[config.mk]
export PLATFORM = sky130hd
export DESIGN_NAME = ext_code_frame_loader
export DESIGN_NICKNAME = d
export VERILOG_FILES = /design/src/rtl/ext_code_frame_loader.sv
export SDC_FILE = /design/constraint.sdc
export NUM_CORES = 1
export LEC_CHECK = 0
export CAP_MARGIN = 20
export CORE_MARGIN = 10
export CORE_UTILIZATION = 41
export CTS_BUF_LIST = sky130_fd_sc_hd__clkbuf_16
export DETAILED_ROUTE_END_ITERATION = 7
export GPL_TIMING_DRIVEN = 0
export SLEW_MARGIN = 5
export SYNTH_ARGS = -nofsm -noshare
export SYNTH_HDL_FRONTEND = slang
export SYNTH_SLANG_ARGS = --single-unit
[constraint.sdc]
create_clock -name iClk -period 4.7 [get_ports iClk]
set_clock_uncertainty 0.2 [all_clocks]
set_input_delay 1.41 -clock iClk [delete_from_list [all_inputs] [get_ports iClk]]
set_output_delay 1.41 -clock iClk [all_outputs]
set_load 0.05 [all_outputs]
[src/rtl/ext_code_frame_loader.sv]
// ext_code_frame_loader: parses framed code lists from a host byte stream,
// buffers a whole frame, verifies its 8-bit checksum and only then replays
// the words to the external code store as isolated write strobes.
// Frame: SOF_BYTE, N, 4*N data bytes (words LSB first), CSUM = sum(N, data).
// Build option: define EXT_CODE_REVERSE_EN to emit buf[N-1] first down to buf[0].
module ext_code_frame_loader #(
  parameter int unsigned MAX_WORDS      = 8,
  parameter logic [7:0]  SOF_BYTE       = 8'hA5,
  parameter int unsigned TIMEOUT_CYCLES = 50000,
  parameter int unsigned FLAG_GAP       = 2
) (
  input  logic        iClk,
  input  logic        iRst,
  input  logic [7:0]  iRX_DATA,
  input  logic        iRX_VALID,
  output logic [31:0] oSET_DATA,
  output logic        oSET_FLAG,
  output logic        oBUSY,
  output logic        oFRAME_OK,
  output logic        oFRAME_ERR,
  output logic [1:0]  oERR_CODE
);

  localparam int unsigned CW = $clog2(MAX_WORDS + 1);
  localparam int unsigned AW = (MAX_WORDS > 1) ? $clog2(MAX_WORDS) : 1;
  localparam int unsigned TW = $clog2(TIMEOUT_CYCLES + 1);
  localparam int unsigned GW = $clog2(FLAG_GAP + 1);

  localparam logic [TW-1:0] TMO_LAST = TW'(TIMEOUT_CYCLES - 1);
  localparam logic [GW-1:0] GAP_LAST = GW'(FLAG_GAP - 1);

  localparam logic [1:0] ERR_NONE  = 2'd0;
  localparam logic [1:0] ERR_COUNT = 2'd1;
  localparam logic [1:0] ERR_CSUM  = 2'd2;
  localparam logic [1:0] ERR_TMO   = 2'd3;

  typedef enum logic [2:0] {
    S_IDLE,
    S_COUNT,
    S_DATA,
    S_CSUM,
    S_EMIT,
    S_FLAG,
    S_GAP
  } state_t;

  state_t          state_q, state_d;
  logic [CW-1:0]   n_q, n_d;          // words in current frame
  logic [CW-1:0]   idx_q, idx_d;      // write index while receiving, emit count while replaying
  logic [1:0]      bcnt_q, bcnt_d;    // byte position inside current word
  logic [31:0]     word_q, word_d;    // word assembler
  logic [7:0]      acc_q, acc_d;      // running checksum
  logic [TW-1:0]   tmo_q, tmo_d;      // idle cycles since last byte
  logic [GW-1:0]   gap_q, gap_d;      // low cycles elapsed after a strobe
  logic [31:0]     mem_q [MAX_WORDS];
  logic [31:0]     mem_d [MAX_WORDS];

  logic [31:0]     set_data_q, set_data_d;
  logic            set_flag_q, set_flag_d;
  logic            busy_q, busy_d;
  logic            ok_q, ok_d;
  logic            err_q, err_d;
  logic [1:0]      code_q, code_d;

  logic [AW-1:0]   rd_addr;
  logic [31:0]     word_full;

  // Buffer read address for the word currently being replayed.
  always_comb begin
`ifdef EXT_CODE_REVERSE_EN
    rd_addr = AW'(n_q - idx_q - CW'(1));
`else
    rd_addr = AW'(idx_q);
`endif
  end

  // Next-state, datapath and output logic for the parse/verify/replay FSM.
  always_comb begin
    state_d    = state_q;
    n_d        = n_q;
    idx_d      = idx_q;
    bcnt_d     = bcnt_q;
    word_d     = word_q;
    acc_d      = acc_q;
    tmo_d      = tmo_q;
    gap_d      = gap_q;
    mem_d      = mem_q;
    set_data_d = set_data_q;
    set_flag_d = 1'b0;
    busy_d     = busy_q;
    ok_d       = 1'b0;
    err_d      = 1'b0;
    code_d     = code_q;
    word_full  = {iRX_DATA, word_q[31:8]};

    unique case (state_q)
      S_IDLE: begin
        if (iRX_VALID && (iRX_DATA == SOF_BYTE)) begin
          state_d = S_COUNT;
          busy_d  = 1'b1;
          code_d  = ERR_NONE;
          acc_d   = '0;
          tmo_d   = '0;
        end
      end

      // Receiving states share the inter-byte timeout; a byte restarts it.
      S_COUNT, S_DATA, S_CSUM: begin
        if (!iRX_VALID) begin
          if (tmo_q == TMO_LAST) begin
            err_d   = 1'b1;
            busy_d  = 1'b0;
            code_d  = ERR_TMO;
            state_d = S_IDLE;
          end else begin
            tmo_d = tmo_q + TW'(1);
          end
        end else begin
          tmo_d = '0;
          unique case (state_q)
            S_COUNT: begin
              if ((iRX_DATA != 8'd0) && (32'(iRX_DATA) <= MAX_WORDS)) begin
                n_d     = CW'(iRX_DATA);
                acc_d   = iRX_DATA;
                idx_d   = '0;
                bcnt_d  = '0;
                state_d = S_DATA;
              end else begin
                err_d   = 1'b1;
                busy_d  = 1'b0;
                code_d  = ERR_COUNT;
                state_d = S_IDLE;
              end
            end
            S_DATA: begin
              acc_d  = acc_q + iRX_DATA;
              word_d = word_full;
              bcnt_d = bcnt_q + 2'd1;
              if (bcnt_q == 2'd3) begin
                mem_d[AW'(idx_q)] = word_full;
                idx_d             = idx_q + CW'(1);
                if ((idx_q + CW'(1)) == n_q) begin
                  state_d = S_CSUM;
                end
              end
            end
            default: begin
              if (iRX_DATA == acc_q) begin
                idx_d   = '0;
                state_d = S_EMIT;
              end else begin
                err_d   = 1'b1;
                busy_d  = 1'b0;
                code_d  = ERR_CSUM;
                state_d = S_IDLE;
              end
            end
          endcase
        end
      end

      S_EMIT: begin
        set_data_d = mem_q[rd_addr];
        state_d    = S_FLAG;
      end

      S_FLAG: begin
        set_flag_d = 1'b1;
        gap_d      = '0;
        state_d    = S_GAP;
      end

      S_GAP: begin
        if (gap_q == GAP_LAST) begin
          if ((idx_q + CW'(1)) == n_q) begin
            ok_d    = 1'b1;
            busy_d  = 1'b0;
            state_d = S_IDLE;
          end else begin
            idx_d   = idx_q + CW'(1);
            state_d = S_EMIT;
          end
        end else begin
          gap_d = gap_q + GW'(1);
        end
      end

      default: begin
        state_d = S_IDLE;
      end
    endcase
  end

  // Control and output registers; reset aborts any frame in flight silently.
  always_ff @(posedge iClk or posedge iRst) begin
    if (iRst) begin
      state_q    <= S_IDLE;
      n_q        <= '0;
      idx_q      <= '0;
      bcnt_q     <= '0;
      word_q     <= '0;
      acc_q      <= '0;
      tmo_q      <= '0;
      gap_q      <= '0;
      set_data_q <= '0;
      set_flag_q <= 1'b0;
      busy_q     <= 1'b0;
      ok_q       <= 1'b0;
      err_q      <= 1'b0;
      code_q     <= ERR_NONE;
    end else begin
      state_q    <= state_d;
      n_q        <= n_d;
      idx_q      <= idx_d;
      bcnt_q     <= bcnt_d;
      word_q     <= word_d;
      acc_q      <= acc_d;
      tmo_q      <= tmo_d;
      gap_q      <= gap_d;
      set_data_q <= set_data_d;
      set_flag_q <= set_flag_d;
      busy_q     <= busy_d;
      ok_q       <= ok_d;
      err_q      <= err_d;
      code_q     <= code_d;
    end
  end

  // Frame buffer; contents are irrelevant after reset so it carries no reset.
  always_ff @(posedge iClk) begin
    mem_q <= mem_d;
  end

  assign oSET_DATA  = set_data_q;
  assign oSET_FLAG  = set_flag_q;
  assign oBUSY      = busy_q;
  assign oFRAME_OK  = ok_q;
  assign oFRAME_ERR = err_q;
  assign oERR_CODE  = code_q;

endmodule

=== After elaboration in Yosys (flattened, before gate mapping) ===
Index checks and enable logic that the tools add are counted.

* Register bits: 365
* Input port bits: 11
* Output and inout bits: 38
* Word-level logic and storage cells: 147

* $add $sub $neg: 5
* Order comparisons: 3
* Eq/ne operators: 30
* Mux-type cells: 64
* Bitwise gates (word level): 1
* Reduce and logical (&&, ||, !) cells: 22

{| class="wikitable"
|+ Operators by type and width
! kind !! number
|-
| 256-bit bitwise mux || 1
|-
| 32-bit binary-select mux with 3-bit select || 1
|-
| 32-bit demux with 3-bit select || 1
|-
| 32-bit 2-to-1 mux || 3
|-
| 16-bit 2-to-1 mux || 3
|-
| 16-bit case mux with 2 select lines || 1
|-
| 8-bit case mux with 2 select lines || 2
|-
| 3-bit 2-to-1 mux || 8
|-
| 4-bit 2-to-1 mux || 6
|-
| 8-bit 2-to-1 mux || 3
|-
| 4-bit != test, second input constant || 5
|-
| 3-bit != test, second input constant || 6
|-
| 16-bit by 1-bit adder with 16-bit output, second input constant || 1
|-
| 16-bit equality test, second input constant || 1
|-
| 1-bit 2-to-1 mux || 16
|-
| 2-bit 2-to-1 mux || 8
|-
| 2-bit case mux with 2 select lines || 4
|-
| 4-bit case mux with 2 select lines || 2
|-
| 3-bit case mux with 5 select lines || 1
|-
| 2-bit != test, second input constant || 7
|-
| 4-bit AND reduction || 3
|-
| 5-bit AND reduction || 2
|-
| 3-bit equality test, second input constant || 3
|-
| 8-bit adder || 1
|-
| other kinds (27) || 36
|}

=== Logic depth before layout (Yosys ltp) ===
* Depth in word-level cells: 7
* Gate-level depth with buffers: 9
* Depth with buffers taken out: 9

=== Least setup slack after synthesis ===
No wires, ideal clock.

* Kind: in2reg
* From: in iRX_VALID
* To: reg mem_q[224] (netlist name) (enable)
* Library setup time: 0.461 ns
* Data arrival time: 4.538 ns
* Required time: 4.039 ns
* Setup slack: -0.498 ns
* Stages: 5
* Path buffers: 1
* Cell sequence: nand2b_1 nor2_1 clkbuf_1 nand3b_1 nor3_1

* Word-level cells in the longest chain between the ends: 1

{| class="wikitable"
|+ RTL lines
! what !! line !! text
|-
| start, declared || 15 || <nowiki>input logic iRX_VALID,</nowiki>
|-
| 4-bit AND reduction (no source line) || -- ||
|-
| end signal, assigned || 231 || <nowiki>mem_q <= mem_d;</nowiki>
|-
| end, declared || 55 || <nowiki>logic [31:0] mem_q [MAX_WORDS];</nowiki>
|}

Every way passes these cells.
A chain may end at the register's enable or synchronous reset.

=== Worst setup path after layout ===
* From: in iRX_DATA[3]
* To: reg idx_q[3]

* Word-level cells in the longest chain between the ends: 4
* Elaborated cells on any way between the ends: 7
* Those cells by class: order compare: 1; eq/ne: 3; reduce/logical: 3

{| class="wikitable"
|+ RTL lines
! what !! line !! text
|-
| start, declared || 14 || <nowiki>input logic [7:0] iRX_DATA,</nowiki>
|-
| 8-bit by 4-bit <= comparator with 1-bit output or 8-bit nonzero test (tied branches) || 122 || <nowiki>if ((iRX_DATA != 8'd0) && (32'(iRX_DATA) <= MAX_WORDS)) begin</nowiki>
|-
| 1-bit logical AND || 122 ||
|-
| 3-bit != test (no source line) || -- ||
|-
| 7-bit AND reduction (no source line) (*) || -- ||
|-
| end signal, assigned || 214 || <nowiki>idx_q <= idx_d;</nowiki>
|-
| end, declared || 49 || <nowiki>logic [CW-1:0] idx_q, idx_d;</nowiki>
|}

Every way passes the cells marked *; elsewhere a longest branch is shown, timed or not.

==> flow_summary.toml <==
[synthesis]
yosysTopAreaCell = "edfxtp_1"
synth_seq_cells = 357
yosys_warnings = 0
synth_top_area_share_pct = 52.95
synth_edf_count = 256
yosysUniqueCellTypes = 61
avgSynthCellArea_um2 = 14.79
syn_area_mm2 = 0.01452
dominantRegCellSynth = "edfxtp_1"
synth_cells = 982
ys_seq_area_share_pct = 70.36
async_reset_ff_share_pct = 28.29
netlist_top_cells_area = "edfxtp_1 53%, dfrtp_1 17%, mux2_2 4.3%"
syn_nets = 1005

[worst_setup_path]
worstPathRequired_ns = 4.92
crit_chain = "clkdlybuf4s50_1, ha_1, or4_4, or4_1, o311a_2, a311oi_4, o21ai_1, a32o_1"
crit_slowest_cell = "clkdlybuf4s50_1"
cp_max_fo = 16
r2r_start = "idx_q[0]$_DFFE_PP0P_"
crit_path_start = "iRX_DATA[3]"
max_stage_delay_ns = 0.82
critPathLaunchType = "input port"
worst_setup_path_end_kind = "flip-flop"
path_class = "in -> reg"
arrival_ns = 4.85

[cts]
insertion_delay_ns = 0.53
cts_tree = "built"
cts_hold_buf = 0
htreeDepth = 2
cts_num_sinks = 357
cts_buffer_depth = 3
cts_buffers = 38
clk_pin_slew_ns = 0.06
cts_root_buf = "clkbuf_16"

[timing]
max_slew.worst_pin.slew_ns = 1.141
finalHoldViolCount = 0
rsz0062_at_grt = "false"
slew_viol_final = 0
setup_violations = 0
setup_ws_ns = 0.06947
whs_ns = 0.2833
fmax_ghz = 0.2160
finalCriticalPeriod_ns = 4.631
slew_headroom_pct = 23.62
post-route-period-util_pct = 98.52

[layout]
postLayoutCoreUtil_pct = 49.22
num_antenna_cells = 0
drive_above_1_share_pct = 14.78
final_cell_area_mm2 = 0.01709
syn2layout_area_growth_pct = 17.67
nNetsFinal = 1110

[pwr]
total_power_mw = 10.14
peakVddDrop_mv = 0.4065
p_leak_nw = 5.878
power_density_mw_per_mm2 = 593.5

[floorplanning]
rows = 68
core_mm2 = 0.03471
die_y_um = 208.2
die_w_um = 208.2
dieArea_mm2 = 0.04334
start_util_pct = 41.83
io_pins = 49

[placed_design]
placed_cell_area_mm2 = 0.01590
gp_congestion = 0.8217
port_buffers = 48
dp_slack_ns = -0.7040
dp.final_hpwl_mm = 24.19

[route]
dr_total_vias = 8880
ant_nets = 0
routed_wl_mm = 38.41
drt_first_pass_iters = 5
vias_per_cell = 5.652
wl_per_cell_um = 24.45
drc_errors = 0
drtIter0Drc = 820

[grt]
grt_max_degree = 60
antenna_found_initial = 0
overflow = 0
grt_pass1_wl_mm = 57.61
grtUsageTotal_pct = 17.41
first_global_vias = 9021

[run]
max_cap_viol_count = 0

[min_path]
min_path_type = "reg -> reg"
hold_path_startpoint = "acc_q[2]$_DFFE_PP0P_"

[status]
status = "finished clean"
layout by cell type, fill, tap and decap left out, types with 16 or more instances in the layout:
master,count
mux2_2,56
mux2i_1,35
clkdlybuf4s50_1,48
nand2_1,48
nand3_1,16
clkbuf_16,39
nor2_1,85
o21ai_0,22
clkbuf_1,41
a221oi_1,24
dfrtp_1,101
a21oi_1,72
inv_1,24
mux4_2,18
edfxtp_1,256
routing by layer:
layer / global-route usage, % / wire, um
met5: 0 / 0
met4: 6.027 / 1095
met3: 2.651 / 2521
met2: 28.59 / 18550
met1: 23.04 / 16240
registers in the layout, summed over array words and instances, names as in the netlist, 2 cells and up:
register   count
mem_q        256
oSET_DATA     32
word_q        24
tmo_q         16
acc_q          8
idx_q          4
n_q            4
state_q        3
bcnt_q         2
gap_q          2
oERR_CODE      2
Yosys cell counts (5+ instances only):
cell / count
o31ai_1: 7
nand2b_1: 6
a22o_1: 9
nor3_1: 16
clkbuf_1: 44
a221oi_1: 24
nor2b_1: 10
mux2_2: 56
nor2_1: 91
xnor2_1: 15
ha_1: 11
nand2_1: 48
o21ai_0: 22
mux4_2: 18
dfrtp_1: 101
a31oi_1: 7
buf_1: 7
a21oi_1: 72
nand3_1: 16
xor2_1: 9
mux2i_1: 35
a22oi_1: 14
edfxtp_1: 256
buf_2: 5
inv_1: 16
power breakdown:
part | leakage (nW) | internal (mW) | switching [mW] | total, mW
combinational | 1.74 | 1.07 | 1.94 | 3.02
clock | 0.578 | 1.50 | 1.20 | 2.71
sequential | 3.56 | 3.98 | 0.432 | 4.42
stage by stage:
step,std cells,setup TNS [ns]
finish,1571,0
detailed placement,1497,-117.33
CTS,1566,0
global route,1571,0
global placement,1485,-778.67
floorplan,982,0
final timing paths:
kind | cells after the start | end | slack, ns
max | 8 | idx_q[3]$_DFFE_PP0P_ | 0.07
max in group asynchronous | 3 | oSET_DATA[31]$_DFFE_PP0P_ | 2.52
max reg2reg | 9 | mem_q[211]$_DFFE_PP_ | 0.19
min reg2reg | 2 | acc_q[2]$_DFFE_PP0P_ | 0.28
min | 2 | acc_q[2]$_DFFE_PP0P_ | 0.28
min in group asynchronous | 2 | oSET_DATA[17]$_DFFE_PP0P_ | 1.11
cell type report:
| cell class | count | area (um2) |
|---|---|---|
| Fill cell | 3039 | 17630 |
| Clock buffer | 39 | 975.9 |
| Timing Repair Buffer | 65 | 805.8 |
| Multi-Input combinational cell | 552 | 4088 |
| Clock inverter | 30 | 137.6 |
| Sequential cell | 357 | 10210 |
| Tap cell | 455 | 569.3 |
| Buffer | 56 | 225.2 |
| Inverter | 17 | 68.82 |
cell families (layout without fill, tap and decap cells):
| family | count (synthesis) | in the layout | share of synthesized area, % |
|---|---|---|---|
| DFF | 357 | 357 | 70.36 |
| xor gates and xnor gates | 24 | 24 | 1.448 |
| and+or+nand+nor | 221 | 221 | 7.153 |
| adders and majority gates | 12 | 12 | 1.086 |
| buffers and inverters | 73 | 207 | 1.930 |
| AOI/OAI and AO/OA | 186 | 186 | 8.480 |
| muxes | 109 | 109 | 9.548 |
worst max-delay path, delay by kind of cell:
| kind | cells | cell delay [ns] |
|---|---|---|
| buf+inv | 1 | 0.82 |
| simple gates | 2 | 1.07 |
| fa+ha+maj | 1 | 0.58 |
| compound gates | 4 | 0.97 |
timing repair:
item | in CTS | in global routing
pin swaps | 1 | 2
buffers inserted | 0 | 5
gates resized for setup | 2 | 5
endpoints found under the setup margin | 110 | 63
endpoints found under the hold margin | 0 | 0
No activity file was read; power rests on OpenSTA's default activity.
